`src/rtl/sram_pkg.sv`:
```
`default_nettype none
// ============================================================================
// Module      : sram_pkg
// Description : Shared SRAM bus widths, controller timing, tester states and
//               the test data pattern.
// Revision    : 1.0
// ============================================================================
package sram_pkg;

  localparam int SRAM_AW       = 15;
  localparam int SRAM_DW       = 8;
  localparam int CTRL_TXN_CYC  = 6;
  localparam int CTRL_RD_VALID = 5;

  typedef enum logic [2:0] {
    ST_IDLE    = 3'd0,
    ST_WR_REQ  = 3'd1,
    ST_WR_WAIT = 3'd2,
    ST_RD_REQ  = 3'd3,
    ST_RD_WAIT = 3'd4,
    ST_DONE    = 3'd5
  } tester_state_t;

  // Low address byte keyed with the seed; cheap to regenerate on readback.
  function automatic logic [SRAM_DW-1:0] pattern(input logic [SRAM_AW-1:0] addr,
                                                 input logic [SRAM_DW-1:0] seed);
    return SRAM_DW'(addr) ^ seed;
  endfunction

endpackage
`default_nettype wire

```
`src/rtl/sram_tester.sv`:
```
`default_nettype none
// ============================================================================
// Module      : sram_tester
// Description : Writes a keyed pattern over an address window through the
//               SRAM controller, reads it back and reports mismatches.
// Revision    : 1.0
// ============================================================================
module sram_tester
  import sram_pkg::*;
#(
  parameter logic [SRAM_AW-1:0] ADDR_LO = 15'h0000,
  parameter logic [SRAM_AW-1:0] ADDR_HI = 15'h7FFF,
  parameter logic [SRAM_DW-1:0] SEED    = 8'hA5,
  parameter int                 TXN_GAP = CTRL_TXN_CYC + 2,
  parameter int                 RD_LAT  = CTRL_RD_VALID + 1,
  parameter int                 ERR_W   = 16
) (
  input  logic               clk,
  input  logic               rst,
  input  logic               start,
  output logic               sram_wreq,
  output logic [SRAM_AW-1:0] sram_waddr,
  output logic [SRAM_DW-1:0] sram_wdata,
  output logic               sram_rreq,
  output logic [SRAM_AW-1:0] sram_raddr,
  input  logic [SRAM_DW-1:0] sram_rdata,
  output logic               busy,
  output logic               done,
  output logic               pass,
  output logic [ERR_W-1:0]   err_cnt,
  output logic [SRAM_AW-1:0] first_err_addr
);

  localparam logic [7:0] c_wait_end = 8'(TXN_GAP - 2);
  localparam logic [7:0] c_rd_smp   = 8'(RD_LAT - 1);

  tester_state_t      r_state;
  tester_state_t      w_state_nxt;
  logic [7:0]         r_timer;
  logic [7:0]         w_timer_nxt;
  logic [SRAM_AW-1:0] r_addr;
  logic [SRAM_AW-1:0] w_addr_nxt;
  logic               w_clear;
  logic               w_sample;
  logic               w_mismatch;

  always_ff @(posedge clk) begin
    if (!rst) begin
      r_state <= ST_IDLE;
      r_timer <= '0;
      r_addr  <= '0;
    end else begin
      r_state <= w_state_nxt;
      r_timer <= w_timer_nxt;
      r_addr  <= w_addr_nxt;
    end
  end

  always_comb begin
    w_state_nxt = r_state;
    w_timer_nxt = r_timer;
    w_addr_nxt  = r_addr;
    w_clear     = 1'b0;
    w_sample    = 1'b0;
    case (r_state)
      ST_IDLE, ST_DONE: begin
        if (start) begin
          w_state_nxt = ST_WR_REQ;
          w_addr_nxt  = ADDR_LO;
          w_clear     = 1'b1;
        end
      end
      ST_WR_REQ: begin
        w_timer_nxt = '0;
        w_state_nxt = ST_WR_WAIT;
      end
      ST_WR_WAIT: begin
        w_timer_nxt = r_timer + 8'd1;
        if (r_timer == c_wait_end) begin
          // Equality before increment keeps ADDR_HI=7FFF from wrapping.
          if (r_addr == ADDR_HI) begin
            w_addr_nxt  = ADDR_LO;
            w_state_nxt = ST_RD_REQ;
          end else begin
            w_addr_nxt  = r_addr + SRAM_AW'(1);
            w_state_nxt = ST_WR_REQ;
          end
        end
      end
      ST_RD_REQ: begin
        w_timer_nxt = '0;
        w_state_nxt = ST_RD_WAIT;
      end
      ST_RD_WAIT: begin
        w_timer_nxt = r_timer + 8'd1;
        w_sample    = (r_timer == c_rd_smp);
        if (r_timer == c_wait_end) begin
          if (r_addr == ADDR_HI) begin
            w_state_nxt = ST_DONE;
          end else begin
            w_addr_nxt  = r_addr + SRAM_AW'(1);
            w_state_nxt = ST_RD_REQ;
          end
        end
      end
      default: w_state_nxt = ST_IDLE;
    endcase
  end

  assign w_mismatch = w_sample && (sram_rdata != pattern(r_addr, SEED));

  always_ff @(posedge clk) begin
    if (!rst) begin
      sram_wreq      <= 1'b0;
      sram_waddr     <= '0;
      sram_wdata     <= '0;
      sram_rreq      <= 1'b0;
      sram_raddr     <= '0;
      busy           <= 1'b0;
      done           <= 1'b0;
      pass           <= 1'b0;
      err_cnt        <= '0;
      first_err_addr <= '0;
    end else begin
      sram_wreq <= (r_state == ST_WR_REQ);
      sram_rreq <= (r_state == ST_RD_REQ);
      if (r_state == ST_WR_REQ) begin
        sram_waddr <= r_addr;
        sram_wdata <= pattern(r_addr, SEED);
      end
      if (r_state == ST_RD_REQ) begin
        sram_raddr <= r_addr;
      end
      busy <= (w_state_nxt != ST_IDLE) && (w_state_nxt != ST_DONE);
      done <= (w_state_nxt == ST_DONE);
      if (w_clear) begin
        pass           <= 1'b0;
        err_cnt        <= '0;
        first_err_addr <= '0;
      end else begin
        if (w_mismatch) begin
          if (err_cnt != '1) err_cnt <= err_cnt + ERR_W'(1);
          if (err_cnt == '0) first_err_addr <= r_addr;
        end
        // The last compare may land on the same edge as the DONE entry.
        if ((w_state_nxt == ST_DONE) && (r_state != ST_DONE)) begin
          pass <= (err_cnt == '0) && !w_mismatch;
        end
      end
    end
  end

endmodule
`default_nettype wire

```
`config.mk`:
```
export PLATFORM = sky130hd
export DESIGN_NAME = sram_tester
export DESIGN_NICKNAME = d
export VERILOG_FILES = /design/src/rtl/sram_pkg.sv /design/src/rtl/sram_tester.sv
export SDC_FILE = /design/constraint.sdc
export NUM_CORES = 1
export LEC_CHECK = 0
export CORE_MARGIN = 2
export CORE_UTILIZATION = 56
export CTS_BUF_LIST = sky130_fd_sc_hd__clkbuf_8
export CTS_CLUSTER_DIAMETER = 120
export DETAILED_ROUTE_END_ITERATION = 10
export DONT_BUFFER_PORTS = 1
export PLACE_DENSITY = 0.72
export SETUP_SLACK_MARGIN = 0.1
export SLEW_MARGIN = 10
export SYNTH_ARGS = -nofsm -noshare
export SYNTH_HDL_FRONTEND = slang
export SYNTH_SLANG_ARGS = --single-unit
```
`constraint.sdc`:
```
create_clock -name clk -period 2.89 [get_ports clk]
set_clock_uncertainty 0.1 [all_clocks]
set_input_delay 0.7225 -clock clk [delete_from_list [all_inputs] [get_ports clk]]
set_output_delay 0.7225 -clock clk [all_outputs]
set_load 0.01 [all_outputs]
```
# [Word level (Yosys, flattened, before mapping)]
# Cells that the tools add are included.
[totals] out_inout_bits=74 register_bits=100
[classes] n_reduce_logical=17 eq_ne=17 add_sub_neg=3 muxes=16 bitwise_logic=2
[op_table] op="2-to-1 mux 15 bit" count=5
[op_table] op="one-hot mux 15 bit (3 select lines)" count=1
[op_table] op="adder 16 x 1 -> 16 bit, second input constant" count=1
[op_table] op="equality test 8 x 3 -> 1 bit, second input constant" count=2
[op_table] op="logical NOT 16 bit" count=1
[op_table] op="inequality test 16 bit, second input constant" count=1
[op_table] op="one-hot mux 8 bit (2 select lines)" count=1
[op_table] op="adder 15 x 1 -> 15 bit, second input constant" count=1
[op_table] op="equality test 15 bit, second input constant" count=1
[op_table] op="one-hot mux 3 bit (5 select lines)" count=1
[op_table] op="2-to-1 mux 3 bit" count=4
[op_table] op="equality test 3 bit, second input constant" count=3
[op_table] op="adder 8 x 1 -> 8 bit, second input constant" count=1
[op_table] op="inequality test 2 bit, second input constant" count=4
[op_table] op="inequality test 8 bit" count=1
[op_table] op="OR reduction 2 bit" count=4
[op_table] op="equality test 3 x 2 -> 1 bit, second input constant" count=2
[op_table] op="inequality test 3 bit, second input constant" count=2
[op_table] op="nonzero test 3 bit" count=2
[op_table] op="AND reduction 5 bit" count=1
[op_table] op="logical AND 1 bit" count=4
[op_table] op="NOT 4 bit" count=1
[op_table] op="AND reduction 2 bit" count=2
[op_table] op="equality test 3 x 1 -> 1 bit, second input constant" count=1
[op_table] op="other kinds (6)" count=8

# [Logic depth before layout (Yosys ltp)]
# Gate-level depths: netlist of run 1.
[depth] word_depth=6 mapped_depth=9

# [Worst setup path after synthesis of run 1]
# No wires, ideal clock.
[synth_timing] path_type="register to register" start="register r_addr[1]" end="register r_addr[3]" slack_ns=0.718 path_buffers=2 t_arrival_ns=1.986 required_time_ns=2.704 stages_incl_launch_ff=9 synth_period_minus_slack_ns=2.172 path_cell_list="dfxtp_1 -> ha_1 -> nand3_1 -> nor4_4 -> o211a_4 -> buf_6 -> buf_4 -> o21ai_0 -> a211oi_1"
[synth_via] elab_chain_cells=4
[synth_lines] item="start, declared" line_no="sram_tester.sv:41" rtl="logic [SRAM_AW-1:0] r_addr;"
[synth_lines] item="start signal, assigned" line_no="sram_tester.sv:55" rtl="r_addr <= w_addr_nxt;"
[synth_lines] item="adder 15 x 1 -> 15 bit or equality test 15 bit (tied branches)"
[synth_lines] item="2-to-1 mux 15 bit (on tied branches)" line_no="sram_tester.sv:98, sram_tester.sv:81"
[synth_lines] item="2-to-1 mux 15 bit (on tied branches)" line_no="sram_tester.sv:97, sram_tester.sv:79"
[synth_lines] item="one-hot mux 15 bit (3 select lines)" line_no="sram_tester.sv:65" rtl="case (r_state)"
# Parallel ways exist; a longest one is shown, timed or not. The select of a mux whose other input is x is not followed.
# A chain may end at the register's enable or synchronous reset.

# [Final worst setup path of run 1]
[layout_timing] start="register r_state[2]" end="register err_cnt[7]"
[layout_via] elab_chain_cells=4
[layout_lines] item="start, declared" line_no="sram_tester.sv:37" rtl="tester_state_t r_state;"
[layout_lines] item="start signal, assigned" line_no="sram_tester.sv:53" rtl="r_state <= w_state_nxt;"
[layout_lines] item="equality test 3 bit or logical NOT 3 bit (tied branches)" line_no="sram_tester.sv:65"
[layout_lines] item="OR reduction 2 bit or 2-to-1 mux 1 bit (tied branches)" line_no="sram_tester.sv:65"
[layout_lines] item="2-to-1 mux 1 bit or logical AND 1 bit (tied branches)" line_no="sram_tester.sv:65, sram_tester.sv:110"
[layout_lines] item="OR reduction 2 bit (no line) or AND reduction 2 bit (tied branches)"
[layout_lines] item="end signal, assigned" line_no="sram_tester.sv:142" rtl="if (err_cnt != '1) err_cnt <= err_cnt + ERR_W'(1);"
[layout_lines] item="end, declared" line_no="sram_tester.sv:30" rtl="output logic [ERR_W-1:0] err_cnt,"
# Parallel ways exist; a longest one is shown, timed or not.

==> metrics.md, run 1 <==
| Metric | Value |
|---|---|
| Outcome | `completed` |
| Vias in the first global route | `3,467` |
| CTS Buf Count | `9` |
| Fin. Hold Viols | `0` |
| Switching Fraction | `0.275` |
| Unrepaired setup endpoints after global routing | `no` |
| Overflow after GRT | `0` |
| DIE HEIGHT | `93.8 µm` |
| Cts repair resizes | `0` |
| # placed instances | `616` |
| Syn Std Cell Area | `4510 µm²` |
| First-pass GRT wire length | `17.6 mm` |
| Max-slew violations | `0` |
| Ant. Diodes | `0` |
| Synth cell types | `55` |
| Overall Global Routing Usage | `0.252` |
| Slew HR | `0.339` |
| TNS Setup | `0 ns` |
| Startpoint class of the critical path | `flip-flop` |
| Final Critical Period | `2.58 ns` |
| Vias | `3,900` |
| Tcrit/Tclk final | `0.892` |
| WP data required | `3.09 ns` |
| Clk slew on worst S/H paths | `0.10 ns` |
| DR vias/cell | `6.17` |
| Initial DRC Count | `216` |
| Crit path DAT | `2.78 ns` |
| Routed len/inst | `17.2 µm` |
| Root Buffer | `clkbuf_8` |
| Latest clock arrival within the worst-skew pair | `0.37 ns` |
| Avg Cell Area, Syn | `8.32 µm²` |
| Core ar. | `7770 µm²` |
| Max-cap violation count | `0` |
| Final Setup Violations | `0` |
| Worst hold-check path type | `primary input to flip-flop` |
| Pre-CTS setup slack | `0.331 ns` |
| Internal Power | `1.71 mW` |
| PD cells | `502 nW/µm²` |
| CTS tree | `done` |
| # DRC | `0` |
| Layout cell share with drive strength beyond 1 | `0.0774` |
| Final Net Count | `542` |
| # H-tree levels | `3` |
| Sw power | `0.649 mW` |
| Synth Warn # | `0` |
| Layout Cells excl Fill | `632` |
| Logic gate share of total power | `0.063` |
| Overall routed net length | `10.9 mm` |
| CP max FO | `18` |
| Crit path kind | `flip-flop to flip-flop` |
| Sequential Power Share | `0.577` |
| Horiz. Die Dim | `93.8 µm` |
| Critical Path Sink Type | `flip-flop` |
| Placer congestion estimate | `0.831` |
| Max Clock Freq | `388 MHz` |
| Max rail drop VDD | `0.000241 V` |
| Buffer count from post-CTS setup fixing | `0` |
| Number of hold buffers added after cts | `0` |
| Post-DP HPWL | `7.49 mm` |
| Total nets after synthesis | `559` |
| Area growth syn-to-layout | `4.30%` |
| Largest net degree at the start of global routing | `34` |
| Setup slack after layout | `0.313 ns` |
| Routed Antenna Nets | `0` |
| Boundary Pins | `85` |
| Port Buffers | `0` |
| Cell row count | `32` |
| Slew @ Worst Pin | `0.983 ns` |
| Sequential cell area fraction in the yosys report | `0.426` |
| Die area | `8790 µm²` |
| Clock Power Share | `0.360` |
| DRT Pass-1 Iters | `4` |
| Mapped Cells | `542` |
| LEAKAGE | `1.45 nW` |
| CTS max path bufs | `2` |
| Yosys reg bits | `96` |
| CTS sink count | `96` |
| Initial Utilization | `0.581` |
| Antenna violations before repair | `0` |
==> flip-flops by register name, indices dropped and copies added (netlist names), 3 cells and up <==
register and count:
sram_waddr 15, sram_raddr 15, sram_wdata 4, r_state 3, first_err_addr 15, err_cnt 16
r_timer 8, r_addr 15
==> routing by layer <==
metal  vias up  part of all wire  global-route usage  routed length [µm]
met4         0             0.014              0.0809                 150
li1       1897                 -                   -                   -
met1      1859              0.43               0.331                4650
met5         -                 0                   0                   0
met2       130              0.49               0.413                5360
met3        14             0.064              0.0538                 696
==> Yosys cell counts, drive strengths merged <==
master    n  area (µm²)
o21ai    22         110
o32ai     1        8.76
nor4b     2        32.5
and2      7        45.1
clkinv    1        3.75
nand4bb   1        16.3
o211ai    6        50.1
mux2      2        22.5
buf      20         140
ha        6        75.1
xor2      5        43.8
a211oi   13         115
o31ai    15         113
dfxtp    96        1920
and4      4        35.0
nor2     47         176
or4      15         113
inv      11        41.3
mux2i    16         160
nor3      4        20.0
xnor2     5        43.8
o211a     1        17.5
clkbuf   18        67.6
a41oi     1        8.76
a21boi    2        15.0
a31oi     2        12.5
o21a      1        7.51
nor2b     3        18.8
nand4b    2        17.5
nand4    10        62.6
o221ai    1        8.76
nand3    19         100
a21o      1        7.51
nand2b    3        18.8
nand2    88         330
nor4      6        52.6
a41o      1        10.0
nor3b     2        25.0
or2       2        12.5
a21oi    57         285
o311ai    1        8.76
or3      18         113
and3      4        25.0
==> layout make-up <==
cell class,instances,area (µm²)
clock buffers,9,124
clock inverters,7,62.6
fillers,726,3060
inverters,12,45.0
multi-input cells,396,2340
flip-flops and latches,96,1920
well taps,102,128
repair buffers,10,87.6
==> through the flow <==
step           hold slack, ns  area [µm²]  power, mW  utilization
3_3_place_gp            0.393        4520       1.54        0.582
6_report                0.366        4710       2.36        0.606
2_1_floorplan           0.370        4510       1.51            -
4_1_cts                 0.366        4710       2.38        0.606
3_5_place_dp            0.395        4520       1.54        0.582
5_1_grt                 0.355        4710       2.45        0.606
==> critical path, cell delays in order (launching register included) <==
cell and delay, ns:
dfxtp_1 0.67, nor3b_2 0.45, and4_1 0.29, o211ai_2 0.28, or4_1 0.56, a21oi_1 0.15
==> logic make-up after synthesis <==
| group | count (synthesis) | synth area share |
|---|---|---|
| simple gates | 237 | 0.269 |
| compound gates | 125 | 0.172 |
| flops | 96 | 0.426 |
| buf+inv | 50 | 0.0560 |
| mux | 18 | 0.0405 |
| xor+xnor | 10 | 0.0194 |
| fa+ha+maj | 6 | 0.0166 |
==> power by group through the flow <==
stage / clock network (mW) / logic (mW) / registers [mW]
final: 0.851 / 0.149 / 1.36
after floorplan: 0 / 0.127 / 1.38
after CTS: 0.865 / 0.148 / 1.36
after global routing: 0.920 / 0.167 / 1.37
after global placement: 0 / 0.144 / 1.39
after detailed placement: 0 / 0.148 / 1.39
==> final timing paths <==
kind	startpoint	endpoint	slack, ns	depth (start not counted)
min reg2reg	sram_waddr[7]	sram_waddr[7]	0.41	2
min	rst	r_state[0]	0.37	1
max reg2reg	r_state[2]	err_cnt[7]	0.31	5
max	r_state[2]	err_cnt[7]	0.31	5
==> layout by cell type, fill, tap and decap left out, types with 3 or more instances in the layout <==
master / netlist / layout
or3_1: 18 / 18
or4_1: 15 / 15
nand4_1: 10 / 10
inv_1: 11 / 11
nand2b_1: 3 / 3
o211ai_1: 5 / 5
and3_1: 4 / 4
nor4_1: 5 / 5
o31ai_1: 15 / 15
nor2_1: 47 / 47
nor3_1: 4 / 4
o21ai_1: 6 / 6
xnor2_1: 5 / 5
buf_4: 10 / 9
nor2b_1: 3 / 3
mux2i_1: 16 / 16
and4_1: 4 / 4
a21oi_1: 57 / 57
o21ai_0: 16 / 16
nand3_1: 18 / 18
inv_8: 0 / 3
nand2_1: 88 / 88
clkbuf_8: 0 / 9
dfxtp_1: 96 / 96
a211oi_1: 11 / 11
ha_1: 6 / 6
xor2_1: 5 / 5
and2_1: 6 / 6
Power figures use the tool's default switching activity.
==> run 2: changes to the inputs <==
SLEW_MARGIN = unset   (was 10)
==> results of run 2 <==
The final DEF is identical to that of run 1; final timing and power are the same.
